==> config.mk <==
export PLATFORM = sky130hd
export DESIGN_NAME = dmem_arbiter
export DESIGN_NICKNAME = d
export VERILOG_FILES = /design/src/rtl/dmem_pkg.sv /design/src/rtl/dmem_starve_ctr.sv /design/src/rtl/dmem_arbiter.sv
export SDC_FILE = /design/constraint.sdc
export NUM_CORES = 1
export LEC_CHECK = 0
export BUFFER_PORTS_ARGS = -buffer_cell sky130_fd_sc_hd__buf_4
export CORE_AREA = 2 2 109 111
export CTS_CLUSTER_DIAMETER = 80
export DETAILED_ROUTE_END_ITERATION = 7
export DIE_AREA = 0 0 111 113
export MAX_ROUTING_LAYER = met4
export PLACE_DENSITY = 0.68
export SETUP_SLACK_MARGIN = 0.3
export SLEW_MARGIN = 5
export SYNTH_ARGS = -nofsm -noshare
export SYNTH_HDL_FRONTEND = slang
export SYNTH_SLANG_ARGS = --single-unit
==> constraint.sdc <==
create_clock -name clk -period 2.1 [get_ports clk]
set_input_delay 0.21 -clock clk [delete_from_list [all_inputs] [get_ports clk]]
set_output_delay 0.21 -clock clk [all_outputs]
set_load 0.01 [all_outputs]
==> src/rtl/dmem_pkg.sv <==
// rtl/dmem_pkg.sv - shared types and defaults for the data-RAM arbiter
package dmem_pkg;

    localparam int DMEM_ADDR_W = 10;
    localparam int DMEM_DATA_W = 32;

    typedef enum logic [1:0] {
        ARB    = 2'd0,
        FORCE1 = 2'd1,
        LOCK1  = 2'd2
    } arb_state_t;

    typedef enum logic [1:0] {
        OWN_NONE = 2'd0,
        OWN_M0   = 2'd1,
        OWN_M1   = 2'd2
    } owner_t;

endpackage

==> src/rtl/dmem_starve_ctr.sv <==
// rtl/dmem_starve_ctr.sv - saturating count of consecutive port-1 denials
module dmem_starve_ctr #(
    parameter int MAX_WAIT = 4
) (
    input  logic       clk,
    input  logic       rst,
    input  logic       clr,
    input  logic       inc,
    output logic [3:0] cnt,
    output logic       hit
);

    // hit flags the denial that brings the count up to MAX_WAIT
    assign hit = inc && (cnt >= 4'(MAX_WAIT - 1));

    always_ff @(posedge clk) begin
        if (rst || clr) begin
            cnt <= 4'd0;
        end else if (inc && (cnt < 4'(MAX_WAIT))) begin
            cnt <= cnt + 4'd1;
        end
    end

endmodule

==> src/rtl/dmem_arbiter.sv <==
// rtl/dmem_arbiter.sv - CPU-priority arbiter for the single-port data RAM
module dmem_arbiter
    import dmem_pkg::*;
#(
    parameter int ADDR_W   = DMEM_ADDR_W,
    parameter int DATA_W   = DMEM_DATA_W,
    parameter int MAX_WAIT = 4
) (
    input  logic              clk,
    input  logic              rst,
    input  logic              m0_req,
    input  logic              m0_we,
    input  logic [31:0]       m0_addr,
    input  logic [DATA_W-1:0] m0_wdata,
    output logic              m0_gnt,
    output logic              m0_rvalid,
    output logic [DATA_W-1:0] m0_rdata,
    input  logic              m1_req,
    input  logic              m1_we,
    input  logic              m1_lock,
    input  logic [31:0]       m1_addr,
    input  logic [DATA_W-1:0] m1_wdata,
    output logic              m1_gnt,
    output logic              m1_rvalid,
    output logic [DATA_W-1:0] m1_rdata,
    output logic              ram_we,
    output logic [ADDR_W-1:0] ram_addr,
    output logic [DATA_W-1:0] ram_din,
    input  logic [DATA_W-1:0] ram_dout
);

    arb_state_t        state, state_next;
    owner_t            rd_owner;
    logic              g0, g1;
    logic              ctr_clr, ctr_inc, ctr_hit;
    logic [3:0]        wait_cnt;
    logic [ADDR_W-1:0] last_addr;
    logic [ADDR_W-1:0] sel_addr;

    logic unused_addr_bits;
    assign unused_addr_bits = ^{m0_addr[31:ADDR_W+2], m0_addr[1:0],
                                m1_addr[31:ADDR_W+2], m1_addr[1:0], wait_cnt};

    dmem_starve_ctr #(.MAX_WAIT(MAX_WAIT)) u_starve_ctr (
        .clk (clk),
        .rst (rst),
        .clr (ctr_clr),
        .inc (ctr_inc),
        .cnt (wait_cnt),
        .hit (ctr_hit)
    );

    always_ff @(posedge clk) begin
        if (rst) begin
            state <= ARB;
        end else begin
            state <= state_next;
        end
    end

    always_comb begin
        state_next = state;
        g0         = 1'b0;
        g1         = 1'b0;
        ctr_clr    = 1'b0;
        ctr_inc    = 1'b0;
        case (state)
            ARB: begin
                if (m0_req) begin
                    g0 = 1'b1;
                    if (m1_req) begin
                        ctr_inc = 1'b1;
                        if (ctr_hit) begin
                            state_next = FORCE1;
                        end
                    end else begin
                        ctr_clr = 1'b1;
                    end
                end else if (m1_req) begin
                    g1      = 1'b1;
                    ctr_clr = 1'b1;
                    if (m1_lock) begin
                        state_next = LOCK1;
                    end
                end else begin
                    ctr_clr = 1'b1;
                end
            end
            FORCE1: begin
                ctr_clr = 1'b1;
                if (m1_req) begin
                    g1         = 1'b1;
                    state_next = m1_lock ? LOCK1 : ARB;
                end else begin
                    state_next = ARB;
                end
            end
            LOCK1: begin
                // port 1 owns the RAM; the cycle m1_lock drops is still port-1-only
                g1      = m1_req;
                ctr_clr = 1'b1;
                if (!m1_lock) begin
                    state_next = ARB;
                end
            end
            default: begin
                state_next = ARB;
                ctr_clr    = 1'b1;
            end
        endcase
    end

    // reset masks grants and pending read-valids immediately
    assign m0_gnt    = g0 & ~rst;
    assign m1_gnt    = g1 & ~rst;
    assign m0_rvalid = (rd_owner == OWN_M0) & ~rst;
    assign m1_rvalid = (rd_owner == OWN_M1) & ~rst;

    assign sel_addr = g1 ? m1_addr[ADDR_W+1:2] : m0_addr[ADDR_W+1:2];
    assign ram_addr = (m0_gnt || m1_gnt) ? sel_addr : last_addr;
    assign ram_we   = (m0_gnt & m0_we) | (m1_gnt & m1_we);
    assign ram_din  = g1 ? m1_wdata : m0_wdata;

    always_ff @(posedge clk) begin
        if (rst) begin
            rd_owner  <= OWN_NONE;
            m0_rdata  <= '0;
            m1_rdata  <= '0;
            last_addr <= '0;
        end else begin
            last_addr <= ram_addr;
            if (m0_gnt && !m0_we) begin
                rd_owner <= OWN_M0;
                m0_rdata <= ram_dout;
            end else if (m1_gnt && !m1_we) begin
                rd_owner <= OWN_M1;
                m1_rdata <= ram_dout;
            end else begin
                rd_owner <= OWN_NONE;
            end
        end
    end

endmodule
==> impl_metrics.yaml, run 1 <==
logic_synthesis:
  yosysWarnings: 0
  ys_types: 33
  synth_edf_count: 0
  synthMuxAreaShare_pct: 12.9
  synth-compound-area-share_pct: 15.9
  syn-instance-count: 441
  async_flop_share_pct: 0
  avgSynthCellArea_um2: 8.43
  synthAdderAreaFrac_pct: 2.02
  yosysMostFrequentCell: "nand2_1"
  synth_nets: 614
  synth_xor_area_share_pct: 0.236
  synth-seq-cells: 82
  ys.flop_type: "dfxtp_1"
  yosysTopAreaCell: "dfxtp_1"
  synth_area_um2: 3720
  yosysSeqAreaShare_pct: 44.1
  synthSimpleGateAreaFrac_pct: 20.3
  synth_top_area_share_pct: 44.1
  ys_top_cells_by_count: "98 x nand2_1, 82 x dfxtp_1, 47 x o21ai_0"
  synth_area_leaders: "dfxtp_1 44%, nand2_1 9.9%, mux2_2 9.7%, o21ai_0 6.3%, nand2b_1 5.9%"
  synth_top_family_by_area: "simple AND/OR/NAND/NOR gates"
sta:
  drv_slew: 0
  rsz0062_at_grt: "yes"
  setup_violations: 42
  finalCritPeriodShare_pct: 109
  worst_slew_pin_slew_ns: 0.447
  tns_ns: -5.80
  max_slew_margin_pct: 70.1
  finClkSkew_ns: 0.00669
  fmax_ghz: 0.437
  layout_setup_ws_ns: -0.188
  period_minus_slack_ns: 2.29
  hold_viol_final: 0
finish:
  drive_gt1_share_pct: 51.3
  syn2layout_area_growth_pct: 82.1
  regArea_um2: 1640
  multiInputGateArea_um2: 2280
  diodes: 0
  nFillCells: 977
  final_nets: 864
global_routing:
  track_usage_pct: 21.4
  grt_pass1_vias: 4050
  gr-total-overflow: 0
  grt_pass1_wl_mm: 20.8
  grt_antenna_before_repair: 0
  grt_max_degree: 42
clock_network:
  cts_made_buffers: 9
  cts_hold_buf: 0
  clock_path_buffers: 2
  cts_root_buf: "clkbuf_16"
  cts.reportedPaths.clkPinSlew_ns: 0.06
  numClockSinks: 82
  cts_tree: "done"
  h-tree-depth: 3
  clk_latency_ns: 0.33
detailed_routing:
  drtIter0Drc: 194
  ant_nets: 0
  wl_per_cell_um: 16.5
  drc: 0
  dr.pass1.iters: 4
  routed_wl_mm: 13.8
  dr_total_vias: 4030
  vias_per_cell: 4.80
placed_design:
  hpwl_mm: 9.91
  gp_congestion: 0.935
  dp_slack_ns: -0.00389
  io_buffers: 233
critical_path:
  worst_setup_path_start_kind: "register"
  critPathKind: "register to output port"
  arrival_ns: 2.08
  required_ns: 1.89
  critPathMaxFanout: 7
  end_kind: "output port"
die:
  core-area_um2: 11300
  initial_core_util_pct: 33.0
  dieHeight_um: 113
  die_w_um: 111
  fp-row-count: 39
  dieArea_um2: 12500
  ioPinCount: 278
pwr:
  leakagePower_nw: 3.08
  ir_worst_vdd_uv: 429
  powerDensity_nw_per_um2: 847
job:
  drv_cap: 0
run_status:
  violations: "negative setup slack"
  outcome: "complete, but fails checks"
hold_path:
  min_path_type: "primary input to register"
power breakdown:
group	switching (W)	internal [W]	leakage [nW]
logic	0.000994	0.00127	2.25
registers	0.0000751	0.00170	0.670
clock network	0.000643	0.00105	0.153
area by class of cell:
class | count | share of cell area [%]
Multi-Input combinational cell | 323 | 33.7
Clock buffer | 9 | 3.33
Clock inverter | 7 | 1.50
Tap cell | 143 | 2.64
Timing Repair Buffer | 270 | 34.3
Inverter | 5 | 0.277
Sequential cell | 82 | 24.3
cell usage in the layout, fill, tap and decap left out, drive strengths merged, types with 2 or more instances in the layout:
cell type	instances
a21oi	34
mux2	32
inv	7
nand2	98
nand3	2
dfxtp	82
nor3b	2
clkinvlp	2
ha	6
nor2	19
buf	269
a211oi	10
o21ai	54
bufinv	2
mux2i	12
clkbuf	10
nor2b	4
nand2b	35
o21a	2
registers in the layout, summed over array words and instances, names as in the netlist:
| name | cells |
|---|---|
| m0_rdata | 32 |
| m1_rdata | 32 |
| last_addr | 10 |
| u_starve_ctr.cnt | 4 |
| rd_owner | 2 |
| state | 2 |
metal layers:
layer | track usage (%) | up-vias | wire [µm]
li1 | - | 1987 | -
met1 | 26.2 | 1895 | 5910
met2 | 36.3 | 142 | 6890
met3 | 5.46 | 6 | 928
met4 | 3.83 | 0 | 78
met5 | - | - | 0
worst max-delay path: stages, from the launching register on:
cell	delay, ns
dfxtp_2	0.34
inv_2	0.05
ha_4	0.26
o21ai_4	0.23
buf_6	0.14
buf_12	0.09
buf_16	0.13
mux2i_4	0.27
o21ai_2	0.08
buf_4	0.15
stage by stage:
stage	util [%]	hold slack [ns]	instance area [µm²]	instances	power, W
after floorplan	-	0.289	3730	441	0.00262
after global placement	50.5	0.399	5700	803	0.00344
after detailed placement	50.5	0.397	5700	803	0.00347
after CTS	58.6	0.0465	6610	834	0.00566
after global routing	60.1	0.0698	6770	839	0.00600
final	60.1	0.0719	6770	839	0.00574
kinds of logic (layout without fill, tap and decap cells):
group / count (synthesis) / in the layout
DFF: 82 / 82
buffers and inverters: 36 / 291
xor gates and xnor gates: 1 / 1
and+or+nand+nor: 165 / 165
AOI/OAI and AO/OA: 107 / 107
muxes: 44 / 44
adders and majority gates: 6 / 6
final timing paths:
path	start	end	slack [ns]	depth (start not counted)
max reg2reg	state[0]	last_addr[5]	0.28	8
min	m1_we	rd_owner[1]	0.07	2
min reg2reg	m1_rdata[21]	m1_rdata[21]	0.46	2
max	state[0]	ram_addr[3]	-0.19	9
what timing repair did:
action                                  in CTS  in global routing
buffers inserted                            11                  4
pin swaps                                    3                  4
gates cloned                                 4                  1
endpoints found under the hold margin        0                  0
endpoints found under the setup margin      54                 53
gates resized for setup                     96                 25
(Power assumes the default switching activity.)
==> inputs of run 2 (changes only) <==
==> constraint.sdc (replaced) <==
create_clock -name clk -period 2.15 [get_ports clk]
set_input_delay 0.215 -clock clk [delete_from_list [all_inputs] [get_ports clk]]
set_output_delay 0.215 -clock clk [all_outputs]
set_load 0.02 [all_outputs]
==> run 2 against run 1 <==
  * The run still ends with negative setup slack left
  * Clock-buffer cell count is the same
  * Via count grew 2.6%
  * Die area is the same
==> impl_metrics.yaml, run 2 (synthesis results as in run 1) <==
run_status:
  outcome: "complete, but fails checks"
  violations: "negative setup slack"
clock_network:
  cts_tree: "done"
  cts.reportedPaths.clkPinSlew_ns: 0.07
  numClockSinks: 82
  cts_made_buffers: 9
  clk_latency_ns: 0.34
  cts_root_buf: "clkbuf_16"
  h-tree-depth: 3
  cts_hold_buf: 0
  clock_path_buffers: 2
die:
  ioPinCount: 278
  initial_core_util_pct: 33.0
  dieArea_um2: 12500
  fp-row-count: 39
  core-area_um2: 11300
  dieHeight_um: 113
  die_w_um: 111
sta:
  fmax_ghz: 0.433
  drv_slew: 0
  finClkSkew_ns: 0.00728
  period_minus_slack_ns: 2.31
  rsz0062_at_grt: "yes"
  layout_setup_ws_ns: -0.158
  hold_viol_final: 0
  worst_slew_pin_slew_ns: 0.426
  max_slew_margin_pct: 71.5
  finalCritPeriodShare_pct: 107
  setup_violations: 42
detailed_routing:
  dr_total_vias: 4133
  routed_wl_mm: 13.7
  drtIter0Drc: 169
  drc: 0
  dr.pass1.iters: 4
  vias_per_cell: 4.85
  wl_per_cell_um: 16.1
  ant_nets: 0
placed_design:
  dp.cells: 804
  placed_cell_area_um2: 5780
  io_buffers: 233
  gp_congestion: 0.963
  hpwl_mm: 9.38
  dp_slack_ns: 0.0248
global_routing:
  grt_pass1_wl_mm: 21.1
  gr-total-overflow: 0
  grt_antenna_before_repair: 0
  track_usage_pct: 21.7
  grt_pass1_vias: 4120
  grt_max_degree: 54
critical_path:
  critPathLaunch: "state[1]"
  r2r-end: "last_addr[3]"
  path_common_cell: "buf_6"
  critPathKind: "register to output port"
  crit_chain: "inv_2 > ha_4 > o21ai_4 > buf_4 > buf_6 > buf_16 > mux2_4 > buf_6"
  rr_startpoint: "state[0]"
  required_ns: 1.93
  arrival_ns: 2.09
  critPathMaxFanout: 12
  worst_setup_path_start_kind: "register"
  slowest_stage: "dfxtp_2"
  rrSetupSlack_ns: 0.22
  crit_path_end: "ram_din[10]"
  end_kind: "output port"
  cp_slowest_stage_delay_ns: 0.35
  ff2ff_path_depth: 10
pwr:
  ir_worst_vdd_uv: 472
  leakagePower_nw: 3.06
  powerDensity_nw_per_um2: 842
finish:
  nFillCells: 930
  largestRegisters: "m0_rdata: 32 flops, m1_rdata: 32 flops, last_addr: 10 flops"
  design_area_um2: 6790
  final_cell_mix: "230 x buf_4, 98 x nand2_1, 80 x dfxtp_1, 43 x buf_6, 42 x o21ai_0"
  diodes: 0
  layout.cells.non_filler: 853
  final_common_cell: "buf_4"
  drive_gt1_share_pct: 51.7
  final_nets: 878
  syn2layout_area_growth_pct: 82.6
hold_path:
  min_path_type: "primary input to register"
  hold_path_depth: 2
job:
  drv_cap: 0
## run 2: cell types whose count changed in the layout (fill, tap and decap cells not counted), sizes merged
cell / change
clkinvlp: +2
bufinv: -1
inv: -1
clkbuf: -1
o21a: +1
buf: +14
## run 2: per-stage QoR
step | hold slack [ns] | setup TNS (ns) | total power (W) | utilization, %
after detailed placement | 0.396 | 0 | 0.00363 | 51.3
final | 0.0446 | -5.14 | 0.00572 | 60.2
after floorplan | 0.294 | 0 | 0.00281 | -
after global placement | 0.393 | 0 | 0.00359 | 51.3
after CTS | 0.0337 | -5.25 | 0.00564 | 59.0
after global routing | 0.0368 | -9.00 | 0.00598 | 60.2
## run 2: power breakdown
| part | switching, W | internal [W] |
|---|---|---|
| combinational | 0.00115 | 0.00128 |
| clock | 0.000638 | 0.000907 |
| sequential | 0.0000777 | 0.00166 |
| total | 0.00187 | 0.00385 |
## run 2: how the worst min path moves through the flow
stage          start           to  slack, ns
5_1_grt        m1_we  rd_owner[1]       0.04
4_1_cts        m1_we  rd_owner[1]       0.03
3_5_place_dp   m1_we  rd_owner[1]       0.40
6_report       m1_we  rd_owner[1]       0.04
2_1_floorplan  m1_we  rd_owner[1]       0.29
3_3_place_gp   m1_we  rd_owner[1]       0.39
## run 2: worst max-delay path: cells and delay by family (launching register included)
kind	cells	cell delay, ns
AO/OA/AOI/OAI	1	0.22
adder cells (fa/ha/maj)	1	0.26
flip-flops	1	0.35
buffers and inverters	5	0.61
multiplexers	1	0.31
## run 2: layout make-up
class                           instances  area (µm²)  area share (%)
Timing Repair Buffer                  283        2420            35.6
Multi-Input combinational cell        324        2230            32.8
Sequential cell                        82        1640            24.2
Clock buffer                            9         225            3.32
Tap cell                              143         179            2.64
Clock inverter                          7        77.6            1.14
Inverter                                5        18.8           0.276
## run 2: timing repair
item | in CTS | in global routing
gates cloned | 3 | 2
gates resized for setup | 81 | 12
pin swaps | 3 | 8
endpoints found under the setup margin | 50 | 54
buffers inserted | 18 | 10
## run 2: routing by layer
| layer | global-route usage [%] | routed length (µm) | share of wire (%) |
|---|---|---|---|
| met5 | - | 0 | 0 |
| met4 | 11.0 | 581 | 4.2 |
| met3 | 4.93 | 928 | 6.8 |
| met2 | 37.8 | 7040 | 51 |
| met1 | 23.2 | 5180 | 38 |
